### config.mk
export PLATFORM = sky130hd
export DESIGN_NAME = rsa_avalon_wrapper
export DESIGN_NICKNAME = d
export VERILOG_FILES = /design/src/rtl/rsa_pkg.sv /design/src/rtl/uart_byte_port.sv /design/src/rtl/rsa_avalon_wrapper.sv
export SDC_FILE = /design/constraint.sdc
export NUM_CORES = 2
export LEC_CHECK = 0
export ABC_CLOCK_PERIOD_IN_PS = 37200
export BUFFER_PORTS_ARGS = -buffer_cell sky130_fd_sc_hd__buf_2
export CAP_MARGIN = 20
export CORE_AREA = 2 2 433 435
export CTS_CLUSTER_DIAMETER = 50
export DETAILED_ROUTE_END_ITERATION = 12
export DIE_AREA = 0 0 435 437
export GPL_TIMING_DRIVEN = 0
export PLACE_DENSITY = 0.53
export SYNTH_ARGS = -nofsm -noshare
export SYNTH_HDL_FRONTEND = slang
export SYNTH_HIERARCHICAL = 1
export SYNTH_SLANG_ARGS = --single-unit
### constraint.sdc
create_clock -name i_clk -period 37.2 [get_ports i_clk]
set_input_delay 7.44 -clock i_clk [delete_from_list [all_inputs] [get_ports i_clk]]
set_output_delay 7.44 -clock i_clk [all_outputs]
set_load 0.01 [all_outputs]
### src/rtl/rsa_pkg.sv
`default_nettype none
// ============================================================================
// Module   : rsa_pkg
// Desc     : Shared types and constants for the RSA Avalon front-end.
// Revision : 1.0
// ============================================================================
package rsa_pkg;

    localparam logic [4:0] c_ADDR_RX     = 5'd0;
    localparam logic [4:0] c_ADDR_TX     = 5'd4;
    localparam logic [4:0] c_ADDR_STATUS = 5'd8;

    localparam int c_RX_OK_BIT = 7;
    localparam int c_TX_OK_BIT = 6;
    localparam int c_IN_BYTES  = 32;
    localparam int c_OUT_BYTES = 31;

    localparam logic c_DIR_RX = 1'b0;
    localparam logic c_DIR_TX = 1'b1;

    typedef enum logic [2:0] {
        S_GET_N     = 3'd0,
        S_GET_D     = 3'd1,
        S_GET_A     = 3'd2,
        S_START     = 3'd3,
        S_WAIT_CALC = 3'd4,
        S_SEND      = 3'd5
    } rsa_state_t;

    typedef enum logic [2:0] {
        P_IDLE   = 3'd0,
        P_POLL   = 3'd1,
        P_GAP    = 3'd2,
        P_ACCESS = 3'd3,
        P_DONE   = 3'd4
    } port_state_t;

endpackage
`default_nettype wire

### src/rtl/uart_byte_port.sv
`default_nettype none
// ============================================================================
// Module   : uart_byte_port
// Desc     : Moves one byte to/from the UART: status poll, then data access.
// Revision : 1.0
// ============================================================================
module uart_byte_port
    import rsa_pkg::*;
#(
    parameter logic [4:0] ADDR_RX     = c_ADDR_RX,
    parameter logic [4:0] ADDR_TX     = c_ADDR_TX,
    parameter logic [4:0] ADDR_STATUS = c_ADDR_STATUS,
    parameter int         RX_OK_BIT   = c_RX_OK_BIT,
    parameter int         TX_OK_BIT   = c_TX_OK_BIT
) (
    input  logic        i_clk,
    input  logic        i_rst,
    input  logic        i_req,
    input  logic        i_dir,
    input  logic [7:0]  i_byte_in,
    output logic        o_done,
    output logic [7:0]  o_byte_out,
    output logic [4:0]  o_avm_address,
    output logic        o_avm_read,
    input  logic [31:0] i_avm_readdata,
    output logic        o_avm_write,
    output logic [31:0] o_avm_writedata,
    input  logic        i_avm_waitrequest
);

    port_state_t r_state;
    port_state_t w_next;
    logic        r_ok;
    logic [7:0]  r_byte;
    logic        w_status_bit;
    logic        w_unused_rdata;

    assign w_status_bit   = (i_dir == c_DIR_TX) ? i_avm_readdata[TX_OK_BIT]
                                                : i_avm_readdata[RX_OK_BIT];
    assign w_unused_rdata = ^i_avm_readdata[31:8];
    assign o_byte_out     = r_byte;

    always_ff @(posedge i_clk or posedge i_rst) begin
        if (i_rst) begin
            r_state <= P_IDLE;
            r_ok    <= 1'b0;
            r_byte  <= 8'h00;
        end else begin
            r_state <= w_next;
            if (r_state == P_POLL && !i_avm_waitrequest) begin
                r_ok <= w_status_bit;
            end
            if (r_state == P_ACCESS && !i_avm_waitrequest && i_dir == c_DIR_RX) begin
                r_byte <= i_avm_readdata[7:0];
            end
        end
    end

    // P_GAP is the mandatory idle cycle after every poll, whatever its outcome.
    always_comb begin
        w_next = r_state;
        case (r_state)
            P_IDLE:   if (i_req) w_next = P_POLL;
            P_POLL:   if (!i_avm_waitrequest) w_next = P_GAP;
            P_GAP:    w_next = r_ok ? P_ACCESS : P_POLL;
            P_ACCESS: if (!i_avm_waitrequest) w_next = P_DONE;
            P_DONE:   w_next = P_IDLE;
            default:  w_next = P_IDLE;
        endcase
    end

    always_comb begin
        o_avm_address   = ADDR_STATUS;
        o_avm_read      = 1'b0;
        o_avm_write     = 1'b0;
        o_avm_writedata = 32'h0000_0000;
        o_done          = 1'b0;
        case (r_state)
            P_POLL: begin
                o_avm_read = 1'b1;
            end
            P_ACCESS: begin
                if (i_dir == c_DIR_TX) begin
                    o_avm_address   = ADDR_TX;
                    o_avm_write     = 1'b1;
                    o_avm_writedata = {24'h00_0000, i_byte_in};
                end else begin
                    o_avm_address = ADDR_RX;
                    o_avm_read    = 1'b1;
                end
            end
            P_DONE: begin
                o_done = 1'b1;
            end
            default: begin
                o_done = 1'b0;
            end
        endcase
    end

endmodule
`default_nettype wire

### src/rtl/rsa_avalon_wrapper.sv
`default_nettype none
// ============================================================================
// Module   : rsa_avalon_wrapper
// Desc     : Loads n, d and cipher blocks from the UART, runs the RSA core,
//            and returns each 31-byte result over the UART.
// Revision : 1.0
// ============================================================================
module rsa_avalon_wrapper
    import rsa_pkg::*;
#(
    parameter logic [4:0] ADDR_RX     = c_ADDR_RX,
    parameter logic [4:0] ADDR_TX     = c_ADDR_TX,
    parameter logic [4:0] ADDR_STATUS = c_ADDR_STATUS,
    parameter int         RX_OK_BIT   = c_RX_OK_BIT,
    parameter int         TX_OK_BIT   = c_TX_OK_BIT,
    parameter int         IN_BYTES    = c_IN_BYTES,
    parameter int         OUT_BYTES   = c_OUT_BYTES
) (
    input  logic         i_clk,
    input  logic         i_rst,
    output logic [4:0]   avm_address,
    output logic         avm_read,
    input  logic [31:0]  avm_readdata,
    output logic         avm_write,
    output logic [31:0]  avm_writedata,
    input  logic         avm_waitrequest,
    output logic         core_start,
    output logic [255:0] core_a,
    output logic [255:0] core_d,
    output logic [255:0] core_n,
    input  logic [255:0] core_result,
    input  logic         core_finished
);

    localparam int         c_TX_W     = OUT_BYTES * 8;
    localparam logic [4:0] c_IN_LAST  = 5'(IN_BYTES - 1);
    localparam logic [4:0] c_OUT_LAST = 5'(OUT_BYTES - 1);

    rsa_state_t        r_state;
    rsa_state_t        w_next;
    logic [255:0]      r_n;
    logic [255:0]      r_d;
    logic [255:0]      r_a;
    logic [c_TX_W-1:0] r_tx;
    logic [4:0]        r_cnt;

    logic              w_req;
    logic              w_dir;
    logic              w_done;
    logic [7:0]        w_rx_byte;
    logic              w_word_end;
    logic              w_unused_result;

    assign w_word_end      = (r_state == S_SEND) ? (r_cnt == c_OUT_LAST)
                                                 : (r_cnt == c_IN_LAST);
    assign w_unused_result = ^core_result[255:c_TX_W];

    assign core_n = r_n;
    assign core_d = r_d;
    assign core_a = r_a;

    uart_byte_port #(
        .ADDR_RX     (ADDR_RX),
        .ADDR_TX     (ADDR_TX),
        .ADDR_STATUS (ADDR_STATUS),
        .RX_OK_BIT   (RX_OK_BIT),
        .TX_OK_BIT   (TX_OK_BIT)
    ) u_port (
        .i_clk             (i_clk),
        .i_rst             (i_rst),
        .i_req             (w_req),
        .i_dir             (w_dir),
        .i_byte_in         (r_tx[c_TX_W-1 -: 8]),
        .o_done            (w_done),
        .o_byte_out        (w_rx_byte),
        .o_avm_address     (avm_address),
        .o_avm_read        (avm_read),
        .i_avm_readdata    (avm_readdata),
        .o_avm_write       (avm_write),
        .o_avm_writedata   (avm_writedata),
        .i_avm_waitrequest (avm_waitrequest)
    );

    always_ff @(posedge i_clk or posedge i_rst) begin
        if (i_rst) begin
            r_state <= S_GET_N;
        end else begin
            r_state <= w_next;
        end
    end

    always_comb begin
        w_next = r_state;
        case (r_state)
            S_GET_N:     if (w_done && w_word_end) w_next = S_GET_D;
            S_GET_D:     if (w_done && w_word_end) w_next = S_GET_A;
            S_GET_A:     if (w_done && w_word_end) w_next = S_START;
            S_START:     w_next = S_WAIT_CALC;
            S_WAIT_CALC: if (core_finished) w_next = S_SEND;
            S_SEND:      if (w_done && w_word_end) w_next = S_GET_A;
            default:     w_next = S_GET_N;
        endcase
    end

    always_comb begin
        w_req      = 1'b0;
        w_dir      = c_DIR_RX;
        core_start = 1'b0;
        case (r_state)
            S_GET_N, S_GET_D, S_GET_A: w_req = 1'b1;
            S_START:                   core_start = 1'b1;
            S_SEND: begin
                w_req = 1'b1;
                w_dir = c_DIR_TX;
            end
            default: w_req = 1'b0;
        endcase
    end

    // Words arrive MSB first, so each byte enters at the bottom and shifts up.
    always_ff @(posedge i_clk or posedge i_rst) begin
        if (i_rst) begin
            r_n   <= '0;
            r_d   <= '0;
            r_a   <= '0;
            r_tx  <= '0;
            r_cnt <= 5'd0;
        end else begin
            if (w_done) begin
                r_cnt <= w_word_end ? 5'd0 : r_cnt + 5'd1;
            end
            case (r_state)
                S_GET_N: if (w_done) r_n <= {r_n[247:0], w_rx_byte};
                S_GET_D: if (w_done) r_d <= {r_d[247:0], w_rx_byte};
                S_GET_A: if (w_done) r_a <= {r_a[247:0], w_rx_byte};
                S_WAIT_CALC: if (core_finished) r_tx <= core_result[c_TX_W-1:0];
                S_SEND:  if (w_done) r_tx <= {r_tx[c_TX_W-9:0], 8'h00};
                default: r_cnt <= r_cnt;
            endcase
        end
    end

endmodule
`default_nettype wire

==> flow_summary_export.csv <==
group,metric,value,unit
outcome,status,"finished, final reports clean",
sta,fin_crit_sh,29.57,%
sta,timing.final.ws_setup,26.20,ns
clock_tree,cts-htree-levels,4,
synth,synthFlopType,"dfrtp_1",
setup_path,critPathKind,"reg -> out",
power,p_per_area,49.70,nW/um^2
drt,drt_iter0_drc,1733,
die,die_x,435,um
sta,timing.fmax,0.09091,GHz
sta,tightest_slew,0.8819,ns
final_layout,nFillCells,19070,
setup_path,crit_family,"buffers and inverters",
global_routing,grt_max_degree,124,
synth,synth_area,42220,um^2
global_routing,grt_pass1_vias,29480,
synth,ys_top_cells_by_area,"dfrtp_1 61%, mux2_2 14%, mux2_4 8.5%, mux2i_1 5.8%, o21ai_1 2.6%",
drt,wl_per_cell,23.47,um
synth,synth_common_cells,"1036 x dfrtp_1, 529 x mux2_2, 269 x nand2_1",
final_layout,nets,4352,
drt,vias,28100,
clock_tree,clk_pin_slew,0.06,ns
final_layout,regArea,25920,um^2
synth,ys_ff_latch,1036,
drt,vias_per_cell,4.210,
setup_path,slowest_stage,"clkbuf_1",
power,leakagePower,29.01,nW
setup_path,path_max_fanout,13,
drt,wirelength,156700,um
final_layout,area.growth.synth_to_final,32.38,%
synth,synth_top_area_cell,"dfrtp_1",
global_routing,grt_use_total,16.18,%
setup_path,endpoint_kind,"output port",
die,dieArea,190100,um^2
placed_design,routabilityCongestion,0.9192,
sta,finalHoldViolCount,0,
sta,post-route-min-period,11.00,ns
clock_tree,cts_buffers,141,
die,initial_core_util,22.82,%
synth,syn_inst,2840,
sta,slew_violations,0,
synth,synth_top_area_share,61.40,%
synth,synth.avg_cell_area,14.87,um^2
global_routing,grt_pass1_wl,224200,um
setup_path,worstPathArrival,3.56,ns
sta,max_slew_margin,41.21,%
sta,rsz0062_at_grt,"no",
setup_path,required,29.76,ns
final_layout,multi_input_area,14820,um^2
clock_tree,hold_buffers,0,
global_routing,grt_overflow,0,
synth,synthArstFlopShare,100.0,%
clock_tree,cts_root_buffer,"clkbuf_16",
die,pin_count,1100,
setup_path,slowest_delay,0.54,ns
die,rows,158,
synth,ys_seq_area_share,61.40,%
hold_path,min_path_type,"reg -> reg",
synth,synth_edf_count,0,
sta,finalSetupTns,0,ns
drt,first_pass_iters,5,
clock_tree,cts_tree,"done",
final_layout,drive_above_1_share,53.61,%
setup_path,crit_top_cell,"buf_2",
clock_tree,cts_setup_buffers,0,
flow_run,drv_cap,0,
clock_tree,clk_latency,0.79,ns
sta,fin_worst_skew,0.05867,ns
synth,ys_warn_count,6,
sta,final-setup-viol-count,0,
clock_tree,clockBufferDepth,3,
clock_tree,post_cts_resize_count,0,
die,core,185000,um^2
placed_design,dpl_worst_slack,26.68,ns
clock_tree,cts.sinks,1036,
setup_path,cp.buffers_inverters,4,
power,ir_drop,0.03572,mV
synth,synth_most_common_cell,"dfrtp_1",
die,dieHeight,437,um
setup_path,start_kind,"register",
global_routing,antenna_found_initial,51,
setup_path,cp_cell_sequence,"nor2b_2 > nand2_1 > inv_2 > buf_2 > and3_2 > clkbuf_1 > and2_1 > buf_2",
drt,drc,0,
drt,ant_nets,0,
placed_design,port_buffers,1040,
placed_design,hpwlAfterDp,122400,um
synth,ys_types,45,
==> kinds of logic after synthesis <==
kind of cell	count (synthesis)	share of synthesized area [%]
flip-flops	1036	61.40
multiplexers	1022	28.66
AND/OR/NAND/NOR	305	2.934
AO/OA/AOI/OAI	265	3.221
buffers and inverters	209	3.719
adder cells (fa/ha/maj)	1	0.02963
other	1	0.008882
XOR/XNOR	1	0.02075
==> cell type report <==
type	instances	share of cell area (%)
antenna	24	0.1074
buffer	202	2.762
clock buffer	181	7.015
clock inverter	74	1.824
inverter	7	0.06044
multi-input combinational	1621	26.52
sequential	1036	46.38
tap	2480	5.551
timing repair buffer	1050	9.775
==> state kept, by name, indices dropped and copies added (netlist names) <==
name	cells
u_port/o_byte_out	8
core_a	256
r_cnt	5
core_d	256
u_port/r_state	3
r_tx	248
u_port/r_ok	1
r_state	3
core_n	256
==> power breakdown <==
part	total, mW	switching, mW	internal, mW
clock network	1.42	0.568	0.852
logic	0.166	0.0962	0.0698
registers	1.19	0.0340	1.16
==> worst paths after layout <==
path,start,to,slack (ns),cells past startpoint
min reg2reg,r_tx[247],r_tx[247],0.47,2
min,r_tx[247],r_tx[247],0.47,2
max,r_state[1],avm_writedata[7],26.20,8
max in group asynchronous,i_rst,core_n[104],27.70,6
min in group asynchronous,i_rst,core_d[6],6.87,2
max reg2reg,u_port/r_state[2],r_tx[157],34.65,8
==> cells in the final DEF, fill, tap and decap left out, types with 2 or more instances in the layout <==
master and count:
bufinv_16 13, buf_6 48, diode_2 24, nor3b_1 2, inv_8 9, o41ai_1 2
nand2b_1 2, clkbuf_1 45, conb_1 27, o21ai_0 30, mux2i_1 245, clkbuf_8 20
clkinv_8 4, nor3_1 2, and2_1 10, nor2_1 6, dfrtp_1 1036, nand3_1 3
buf_16 9, mux2_2 529, clkinv_4 3, clkinv_16 5, o21ai_1 223, buf_4 109
inv_1 5, o31ai_1 2, nand2_1 269, mux2_4 240, clkinv_2 17, inv_6 16
mux2_1 8, clkbuf_16 143, clkinvlp_4 7, buf_2 1058
==> tightest hold or removal path: cells and delay by family (launching register included) <==
kind	cells	cell delay [ns]
simple gates	1	0.04
flops	1	0.33
compound gates	1	0.06
==> per-layer routing <==
layer	up-vias	track usage, %	part of all wire [%]
li1	12380	-	-
met1	14560	19.14	40
met2	883	27.40	50
met3	275	4.852	6.7
met4	10	6.362	4.0
met5	-	0	0.040
==> through the flow <==
stage               power (mW)  std cells  utilization, %  cell area [um^2]  hold WS, ns
floorplan                1.298       2866               -             42320       0.4411
global placement         1.384       6386           27.36             50630       0.4599
detailed placement       1.387       6396           27.50             50890       0.4652
CTS                      2.826       6651           30.17             55830       0.4785
global route             2.890       6662           30.19             55860       0.5069
finish                   2.778       6675           30.21             55890       0.4726
(Power assumes the default switching activity.)
